==> src/rtl/podule_bus_ctrl.sv <==
// Podule expansion-slot bus controller: decodes the slot from the IOC podule address,
// inserts cycle-speed wait states, runs the slot ack handshake with timeout, merges interrupts.
module podule_bus_ctrl #(
    parameter int unsigned NUM_SLOTS = 4,
    parameter logic [3:0]  SLOT_MASK = 4'b0001,
    parameter int unsigned SLOW_WS   = 15,
    parameter int unsigned MED_WS    = 7,
    parameter int unsigned FAST_WS   = 3,
    parameter int unsigned TIMEOUT   = 255
) (
    input  logic                    clkcpu,
    input  logic                    rst_i,
    input  logic                    clk2m_en,
    input  logic                    wb_cyc,
    input  logic                    wb_stb,
    input  logic                    wb_we,
    input  logic [1:0]              wb_speed,
    input  logic [13:0]             wb_adr,
    input  logic [15:0]             wb_dat_i,
    output logic [15:0]             wb_dat_o,
    output logic                    wb_ack,
    output logic                    timeout_o,
    output logic [NUM_SLOTS-1:0]    pod_sel,
    output logic                    pod_we,
    output logic [11:0]             pod_adr,
    output logic [15:0]             pod_wdat,
    input  logic [16*NUM_SLOTS-1:0] pod_rdat,
    input  logic [NUM_SLOTS-1:0]    pod_ack,
    input  logic [NUM_SLOTS-1:0]    pod_irq,
    input  logic [NUM_SLOTS-1:0]    pod_firq,
    output logic                    irq_o,
    output logic                    firq_o
);

    // Slots that both exist and are populated; everything else completes with 16'hFFFF.
    localparam logic [3:0] SlotRange = 4'((5'd1 << NUM_SLOTS) - 5'd1);
    localparam logic [3:0] SlotOk    = SLOT_MASK & SlotRange;
    localparam logic [7:0] ToLast    = 8'(TIMEOUT - 1);

    typedef enum logic [1:0] {StIdle, StWait, StStrobe, StAck} state_e;

    state_e      state_q;
    logic [1:0]  slot_q;
    logic        we_q;
    logic        sync_q;
    logic [7:0]  wcnt_q;
    logic [7:0]  tcnt_q;
    logic [3:0]  sel_q;
    logic        pod_we_q;
    logic [11:0] pod_adr_q;
    logic [15:0] pod_wdat_q;
    logic [15:0] rdat_q;
    logic        wb_ack_q;
    logic        timeout_q;
    logic        irq_q;
    logic        firq_q;

    logic [7:0]  ws_load;
    logic        req;
    logic        req_ok;
    logic [3:0]  req_onehot;
    logic        cur_ok;
    logic [3:0]  cur_onehot;
    logic [3:0]  ack_ext;
    logic [15:0] rdat_slot [4];

    for (genvar i = 0; i < 4; i++) begin : g_rdat
        if (i < NUM_SLOTS) begin : g_pop
            assign rdat_slot[i] = pod_rdat[16*i +: 16];
        end else begin : g_nopop
            assign rdat_slot[i] = 16'h0000;
        end
    end

    assign ack_ext    = 4'(pod_ack);
    assign req        = wb_cyc && wb_stb;
    assign req_ok     = SlotOk[wb_adr[13:12]];
    assign req_onehot = 4'b0001 << wb_adr[13:12];
    assign cur_ok     = SlotOk[slot_q];
    assign cur_onehot = 4'b0001 << slot_q;

    always_comb begin
        ws_load = 8'd0;
        unique case (wb_speed)
            2'b00:   ws_load = 8'(SLOW_WS);
            2'b01:   ws_load = 8'(MED_WS);
            2'b10:   ws_load = 8'(FAST_WS);
            default: ws_load = 8'd0;
        endcase
    end

    always_ff @(posedge clkcpu) begin
        if (rst_i) begin
            state_q    <= StIdle;
            slot_q     <= 2'd0;
            we_q       <= 1'b0;
            sync_q     <= 1'b0;
            wcnt_q     <= 8'd0;
            tcnt_q     <= 8'd0;
            sel_q      <= 4'd0;
            pod_we_q   <= 1'b0;
            pod_adr_q  <= 12'd0;
            pod_wdat_q <= 16'd0;
            rdat_q     <= 16'd0;
            wb_ack_q   <= 1'b0;
            timeout_q  <= 1'b0;
        end else begin
            wb_ack_q  <= 1'b0;
            timeout_q <= 1'b0;
            unique case (state_q)
                StIdle: begin
                    if (req) begin
                        slot_q     <= wb_adr[13:12];
                        we_q       <= wb_we;
                        pod_adr_q  <= wb_adr[11:0];
                        pod_wdat_q <= wb_dat_i;
                        sync_q     <= (wb_speed == 2'b11);
                        wcnt_q     <= ws_load;
                        tcnt_q     <= 8'd0;
                        if (wb_speed != 2'b11 && ws_load == 8'd0) begin
                            state_q  <= StStrobe;
                            sel_q    <= req_ok ? req_onehot : 4'd0;
                            pod_we_q <= req_ok && wb_we;
                        end else begin
                            state_q <= StWait;
                        end
                    end
                end
                StWait: begin
                    if (!req) begin
                        state_q <= StIdle;
                    end else if (sync_q ? clk2m_en : (wcnt_q == 8'd1)) begin
                        // Unpopulated slots pass through STROBE without a select so that
                        // they complete with the same latency as a zero-delay slot.
                        state_q  <= StStrobe;
                        sel_q    <= cur_ok ? cur_onehot : 4'd0;
                        pod_we_q <= cur_ok && we_q;
                        tcnt_q   <= 8'd0;
                    end else if (!sync_q) begin
                        wcnt_q <= wcnt_q - 8'd1;
                    end
                end
                StStrobe: begin
                    if (!req) begin
                        state_q  <= StIdle;
                        sel_q    <= 4'd0;
                        pod_we_q <= 1'b0;
                    end else if (!cur_ok) begin
                        state_q  <= StAck;
                        wb_ack_q <= 1'b1;
                        if (!we_q) rdat_q <= 16'hFFFF;
                    end else if (ack_ext[slot_q]) begin
                        state_q  <= StAck;
                        wb_ack_q <= 1'b1;
                        sel_q    <= 4'd0;
                        pod_we_q <= 1'b0;
                        if (!we_q) rdat_q <= rdat_slot[slot_q];
                    end else if (tcnt_q == ToLast) begin
                        state_q   <= StAck;
                        wb_ack_q  <= 1'b1;
                        timeout_q <= 1'b1;
                        sel_q     <= 4'd0;
                        pod_we_q  <= 1'b0;
                        if (!we_q) rdat_q <= 16'hFFFF;
                    end else begin
                        tcnt_q <= tcnt_q + 8'd1;
                    end
                end
                StAck: begin
                    state_q <= StIdle;
                end
                default: state_q <= StIdle;
            endcase
        end
    end

    always_ff @(posedge clkcpu) begin
        if (rst_i) begin
            irq_q  <= 1'b0;
            firq_q <= 1'b0;
        end else begin
            irq_q  <= |(pod_irq & SlotOk[NUM_SLOTS-1:0]);
            firq_q <= |(pod_firq & SlotOk[NUM_SLOTS-1:0]);
        end
    end

    assign wb_dat_o  = rdat_q;
    assign wb_ack    = wb_ack_q;
    assign timeout_o = timeout_q;
    assign pod_sel   = sel_q[NUM_SLOTS-1:0];
    assign pod_we    = pod_we_q;
    assign pod_adr   = pod_adr_q;
    assign pod_wdat  = pod_wdat_q;
    assign irq_o     = irq_q;
    assign firq_o    = firq_q;

endmodule

==> config.mk <==
export PLATFORM = sky130hd
export DESIGN_NAME = podule_bus_ctrl
export DESIGN_NICKNAME = d
export VERILOG_FILES = /design/src/rtl/podule_bus_ctrl.sv
export SDC_FILE = /design/constraint.sdc
export NUM_CORES = 1
export LEC_CHECK = 0
export ABC_AREA = 1
export BUFFER_PORTS_ARGS = -buffer_cell sky130_fd_sc_hd__buf_2
export CAP_MARGIN = 40
export CORE_MARGIN = 4
export CORE_UTILIZATION = 36
export CTS_CLUSTER_SIZE = 24
export DETAILED_ROUTE_END_ITERATION = 12
export GPL_ROUTABILITY_DRIVEN = 0
export GPL_TIMING_DRIVEN = 0
export RECOVER_POWER = 50
export SLEW_MARGIN = 20
export SYNTH_ARGS = -nofsm -noshare
export SYNTH_HDL_FRONTEND = slang
export SYNTH_SLANG_ARGS = --single-unit
export TNS_END_PERCENT = 30
==> constraint.sdc <==
create_clock -name clkcpu -period 2.45 [get_ports clkcpu]
set_clock_uncertainty 0.15 [all_clocks]
set_input_delay 0.3675 -clock clkcpu [delete_from_list [all_inputs] [get_ports clkcpu]]
set_output_delay 0.3675 -clock clkcpu [all_outputs]
set_load 0.05 [all_outputs]
* After elaboration in Yosys (flattened, before gate mapping)
Index checks and enable logic that the tools add are counted.
** Storage, ports and cells
- Input bits :: 114
- Output and inout bits :: 53
- Flip-flop bits (word level) :: 75
- Logic and storage cells :: 129
** Cells by class
- Shifts and indexed selects :: 2
- Reductions and logical operators :: 17
- Muxes and demuxes :: 61
- Add/subtract/negate cells :: 2
- Eq/ne operators :: 25
- Magnitude comparators :: 3
- Bitwise gates (word level) :: 4
** Operator list (count)
- 16-bit two-way mux :: 7
- 8-bit two-way mux :: 11
- 4-bit two-way mux :: 10
- 16-bit binary-select mux with 2-bit select :: 1
- 4-bit one-hot mux with 3 select lines :: 2
- 8-bit one-hot mux with 3 select lines :: 1
- 2-bit inequality test (second input constant) :: 11
- 2-bit two-way mux :: 8
- 8-bit one-hot mux with 2 select lines :: 1
- 1-bit two-way mux :: 15
- 3-bit inequality test (second input constant) :: 3
- 8-bit by 1-bit adder with 8-bit output (second input constant) :: 1
- 2-bit equality test (second input constant) :: 4
- 8-bit by 1-bit equality test with 1-bit output (second input constant) :: 1
- 8-bit equality test (second input constant) :: 1
- 8-bit zero test :: 1
- 2-bit one-hot mux with 4 select lines :: 1
- 8-bit AND reduction :: 1
- 1-bit by 2-bit << shifter with 4-bit output (first input constant) :: 2
- 8-bit by 1-bit subtractor with 8-bit output (second input constant) :: 1
- 7-bit AND reduction :: 1
- 1-bit binary-select mux with 2-bit select :: 3
- 2-bit by 3-bit less-than comparator with 1-bit output (second input constant) :: 2
- 5-bit inequality test (second input constant) :: 1
- 17 further kinds :: 24

* Depth between registers and ports, before layout
- Word-level depth :: 7
- Depth in mapped cells :: 12
- Mapped depth without buffers :: 12

* Worst setup path after synthesis
OpenSTA, ideal clock, no wires.
- Path kind :: flip-flop to flip-flop
- From :: register state_q[1]
- To :: register tcnt_q[1]
- Cell stages (with the launch flop) :: 13
- Data arrival time :: 1.495 ns
- Setup slack :: 0.690 ns
- Setup time :: 0.115 ns
- Path through :: dfxtp_1 inv_1 ha_1 buf_2 inv_2 o21bai_1 nor2_1 nand2_2 inv_2 buf_4 nand3_1 nand2_1 nor2_1
** On the way
- Word-level cells in the longest chain between the ends :: 3
** RTL lines
- start, declared :: line 42 : state_e state_q;
- start signal, assigned :: line 94 : state_q <= StIdle;
- start signal, assigned :: line 121 : state_q <= StStrobe;
- start signal, assigned :: line 125 : state_q <= StWait;
- 2-bit equality test (tied with other cells) :: line 110 : unique case (state_q)
- 2-bit inequality test (no line) / 3-bit nonzero test (equally long branches)
- 8-bit AND reduction (no line)
- end signal, assigned :: line 166 : tcnt_q <= tcnt_q + 8'd1;
- end, declared :: line 47 : logic [7:0] tcnt_q;
Parallel ways exist; a longest one is shown, timed or not.
A chain may end at the register's enable or synchronous reset.

* Worst setup path in the final report
- From :: register state_q[1]
- To :: register tcnt_q[2]
Same word-level chain as after synthesis.

==> insert_results.sql <==
INSERT INTO impl_metrics (metric_group, metric, value, unit) VALUES
('yosys', 'postSynthNetCount', '644', ''),
('yosys', 'ys_ff_latch', '75', ''),
('routing', 'detailedRoute.firstPassIterationCount', '4', ''),
('global_routing', 'overflow', '0', ''),
('yosys', 'post_synth_instance_area', '3670', 'sq um'),
('clocking', 'worst_skew_pair.late_latency', '350', 'ps'),
('power', 'p_sw_share', '31.9', '%'),
('power', 'vdd_drop_max', '0.327', 'mV'),
('global_routing', 'globalRouteMet3Util', '3.49', '%'),
('yosys', 'synth_top_cell_by_area', 'sky130_fd_sc_hd__dfxtp_1', ''),
('power', 'p_seq_share', '43.2', '%'),
('hold_path', 'hp-class', 'in2reg', ''),
('sta', 'final-max-slew-violation-count', '0', ''),
('layout', 'n_fill_cell', '1066', ''),
('global_routing', 'grt_pass1_vias', '3468', ''),
('routing', 'count_of_nets_left_with_antenna_violations_after_detail_routing', '0', ''),
('layout', 'nets', '767', ''),
('clocking', 'post_cts_hold_buffer_count', '0', ''),
('routing', 'post_drt_wl_per_cell', '12.3', 'um'),
('yosys', 'post_synth_inst_count', '521', ''),
('layout', 'layout.cells.most_common', 'sky130_fd_sc_hd__nand2_1', ''),
('die', 'die-height', '109', 'um'),
('routing', 'drt-initial-drc-count', '116', ''),
('clocking', 'clock_path_buffers', '2', ''),
('placement', 'place_inst', '766', ''),
('layout', 'diodes', '0', ''),
('yosys', 'yosysTopAreaCellShare', '41.0', '%'),
('die', 'design.core.area', '9860', 'sq um'),
('critical_path', 'slowest_stage', 'sky130_fd_sc_hd__dfxtp_1', ''),
('sta', 'report.final.hold_viol_count', '0', ''),
('run', 'drv.max_cap_violation_count', '0', ''),
('critical_path', 'critical_path_required', '2550', 'ps'),
('global_routing', 'grt_pass1_wl', '16.0', 'mm'),
('die', 'fp-row-count', '36', ''),
('power', 'netSwitchingPower', '0.985', 'mW'),
('critical_path', 'critical_path_arrival', '2110', 'ps'),
('power', 'clkPwrFrac', '36.2', '%'),
('critical_path', 'timing.critical_path.from_type', 'register', ''),
('clocking', 'cts_clk_pin_slew_worst_paths', '80', 'ps'),
('clocking', 'clock_tree.htree_level_count', '3', ''),
('layout', 'most_frequent_cells_in_the_layout', 'sky130_fd_sc_hd__nand2_1, sky130_fd_sc_hd__dfxtp_1, sky130_fd_sc_hd__clkbuf_1, sky130_fd_sc_hd__nor2_1, sky130_fd_sc_hd__buf_2', ''),
('layout', 'area_delta_synth_final', '24.3', '%'),
('placement', 'detailed_place_hpwl', '7.27', 'mm'),
('sta', 'period_share', '82.4', '%'),
('yosys', 'synth_top_cells_by_area', 'sky130_fd_sc_hd__dfxtp_1, sky130_fd_sc_hd__nand2_1, sky130_fd_sc_hd__nor2_1', ''),
('die', 'floorplan.initialDensity', '37.2', '%'),
('critical_path', 'cp_slowest_stage_delay', '400', 'ps'),
('placement', 'portbufs', '112', ''),
('critical_path', 'critPathMaxFanout', '10', ''),
('clocking', 'cts_post_setup_buffers_inserted', '0', ''),
('global_routing', 'initial_antenna_violation_count', '0', ''),
('status', 'status', 'completed', ''),
('critical_path', 'setup.worst_path.end_class', 'register', ''),
('sta', 'period_minus_slack', '2020', 'ps'),
('global_routing', 'met1_layer_usage_reported_by_global_route', '21.8', '%'),
('die', 'die_area', '11900', 'sq um'),
('hold_path', 'min-delay-start', 'pod_irq[0]', ''),
('yosys', 'synthesis.yosys.warnings', '0', ''),
('sta', 'worst-slew-pin-transition', '646', 'ps'),
('clocking', 'cts_made_buffers', '9', ''),
('global_routing', 'grt_start_max_net_pins', '15', ''),
('sta', 'fmaxAchievable', '495', 'MHz'),
('routing', 'drt-vias-per-instance', '4.72', ''),
('yosys', 'seq_area_frac_synth', '41.0', '%'),
('clocking', 'cts_tree', 'built', ''),
('critical_path', 'timing.critical_path.cells', 'inv_1 -> ha_1 -> buf_2 -> inv_2 -> o21bai_1 -> nor2_1 -> nand2_2 -> inv_2 -> buf_4 -> nand3_1 -> nand2_1 -> nor2_1', ''),
('layout', 'fin_cells', '782', ''),
('clocking', 'clock_sink_count', '75', ''),
('critical_path', 'critical_setup_path_kind', 'reg2reg', ''),
('sta', 'setup-tns-final', '0', 'ps'),
('die', 'design.portCount', '167', '');
## power groups by stage
stage | sequential [mW] | clock, mW | combinational [mW]
CTS | 1.33 | 1.15 | 0.649
global route | 1.34 | 1.20 | 0.719
global placement | 1.36 | 0 | 0.635
detailed placement | 1.36 | 0 | 0.647
finish | 1.33 | 1.12 | 0.634
floorplan | 1.46 | 0 | 0.369
## registers in the layout, indices dropped and copies added (netlist names)
signal,count
slot_q,2
pod_wdat,16
pod_adr,12
irq_o,1
tcnt_q,8
wb_ack,1
pod_sel,4
wcnt_q,8
state_q,2
we_q,1
timeout_o,1
wb_dat_o,16
pod_we,1
firq_o,1
sync_q,1
## cells in the mapped netlist
cell type,count
sky130_fd_sc_hd__a21oi_1,49
sky130_fd_sc_hd__a21oi_2,3
sky130_fd_sc_hd__buf_1,3
sky130_fd_sc_hd__buf_2,4
sky130_fd_sc_hd__buf_4,3
sky130_fd_sc_hd__buf_6,5
sky130_fd_sc_hd__clkbuf_1,11
sky130_fd_sc_hd__dfxtp_1,75
sky130_fd_sc_hd__ha_1,9
sky130_fd_sc_hd__inv_1,45
sky130_fd_sc_hd__inv_2,9
sky130_fd_sc_hd__nand2_1,122
sky130_fd_sc_hd__nand2_2,10
sky130_fd_sc_hd__nand3_1,50
sky130_fd_sc_hd__nand3_2,5
sky130_fd_sc_hd__nand3_4,1
sky130_fd_sc_hd__nand3b_1,1
sky130_fd_sc_hd__nand4_1,1
sky130_fd_sc_hd__nor2_1,67
sky130_fd_sc_hd__nor2_2,2
sky130_fd_sc_hd__nor2_4,3
sky130_fd_sc_hd__nor3_1,5
sky130_fd_sc_hd__nor4_1,6
sky130_fd_sc_hd__o21ai_0,13
sky130_fd_sc_hd__o21bai_1,2
sky130_fd_sc_hd__or2_2,1
sky130_fd_sc_hd__or4_1,10
sky130_fd_sc_hd__xnor2_1,1
sky130_fd_sc_hd__xor2_1,5
## per-stage QoR
step                      cell area, sq um  hold WS [ps]  util [%]  total power [mW]  worst slack (ps)
after detailed placement              4390           285      44.5              2.01               427
after floorplan                       3670           305         -              1.83               690
after CTS                             4630          64.9      46.9              3.13               412
after global placement                4390           281      44.5              1.99               482
after global routing                  4560          71.8      46.2              3.26               201
final                                 4560          68.6      46.2              3.08               431
## routing by layer
layer  part of all wire [%]  wire [um]
met1                     46       4390
met2                     47       4570
met3                    5.5        532
met4                    1.4        134
met5                      0          0
## logic make-up (layout without fill, tap and decap cells)
kind of cell,after synthesis,in the layout,synth area share (%)
xor gates and xnor gates,6,6,1.43
and+or+nand+nor,284,284,35.3
DFF,75,75,41.0
AOI/OAI and AO/OA,67,67,9.59
buffers and inverters,80,208,9.66
adders and majority gates,9,9,3.07
## cell type report
cell class	count	area (sq um)	area share (%)
Timing Repair Buffer	112	493	10.8
Multi-Input combinational cell	366	1810	39.7
Inverter	54	203	4.45
Sequential cell	75	1500	32.9
Clock inverter	6	96.3	2.11
Tap cell	133	166	3.65
Buffer	26	150	3.29
Clock buffer	10	138	3.02
## worst paths after layout
check	slack, ps	end	depth (start not counted)
hold / removal	70	irq_o	3
setup reg to reg	430	tcnt_q[2]	12
setup / recovery	430	tcnt_q[2]	12
hold reg to reg	300	pod_sel[3]	2
## critical path, delay by kind of cell (launching register included)
family	cells	cell delay, ps
flip-flops	1	400
AO/OA/AOI/OAI	1	90
adder cells (fa/ha/maj)	1	180
buffers and inverters	5	690
AND/OR/NAND/NOR	5	390
(Power assumes the default switching activity.)
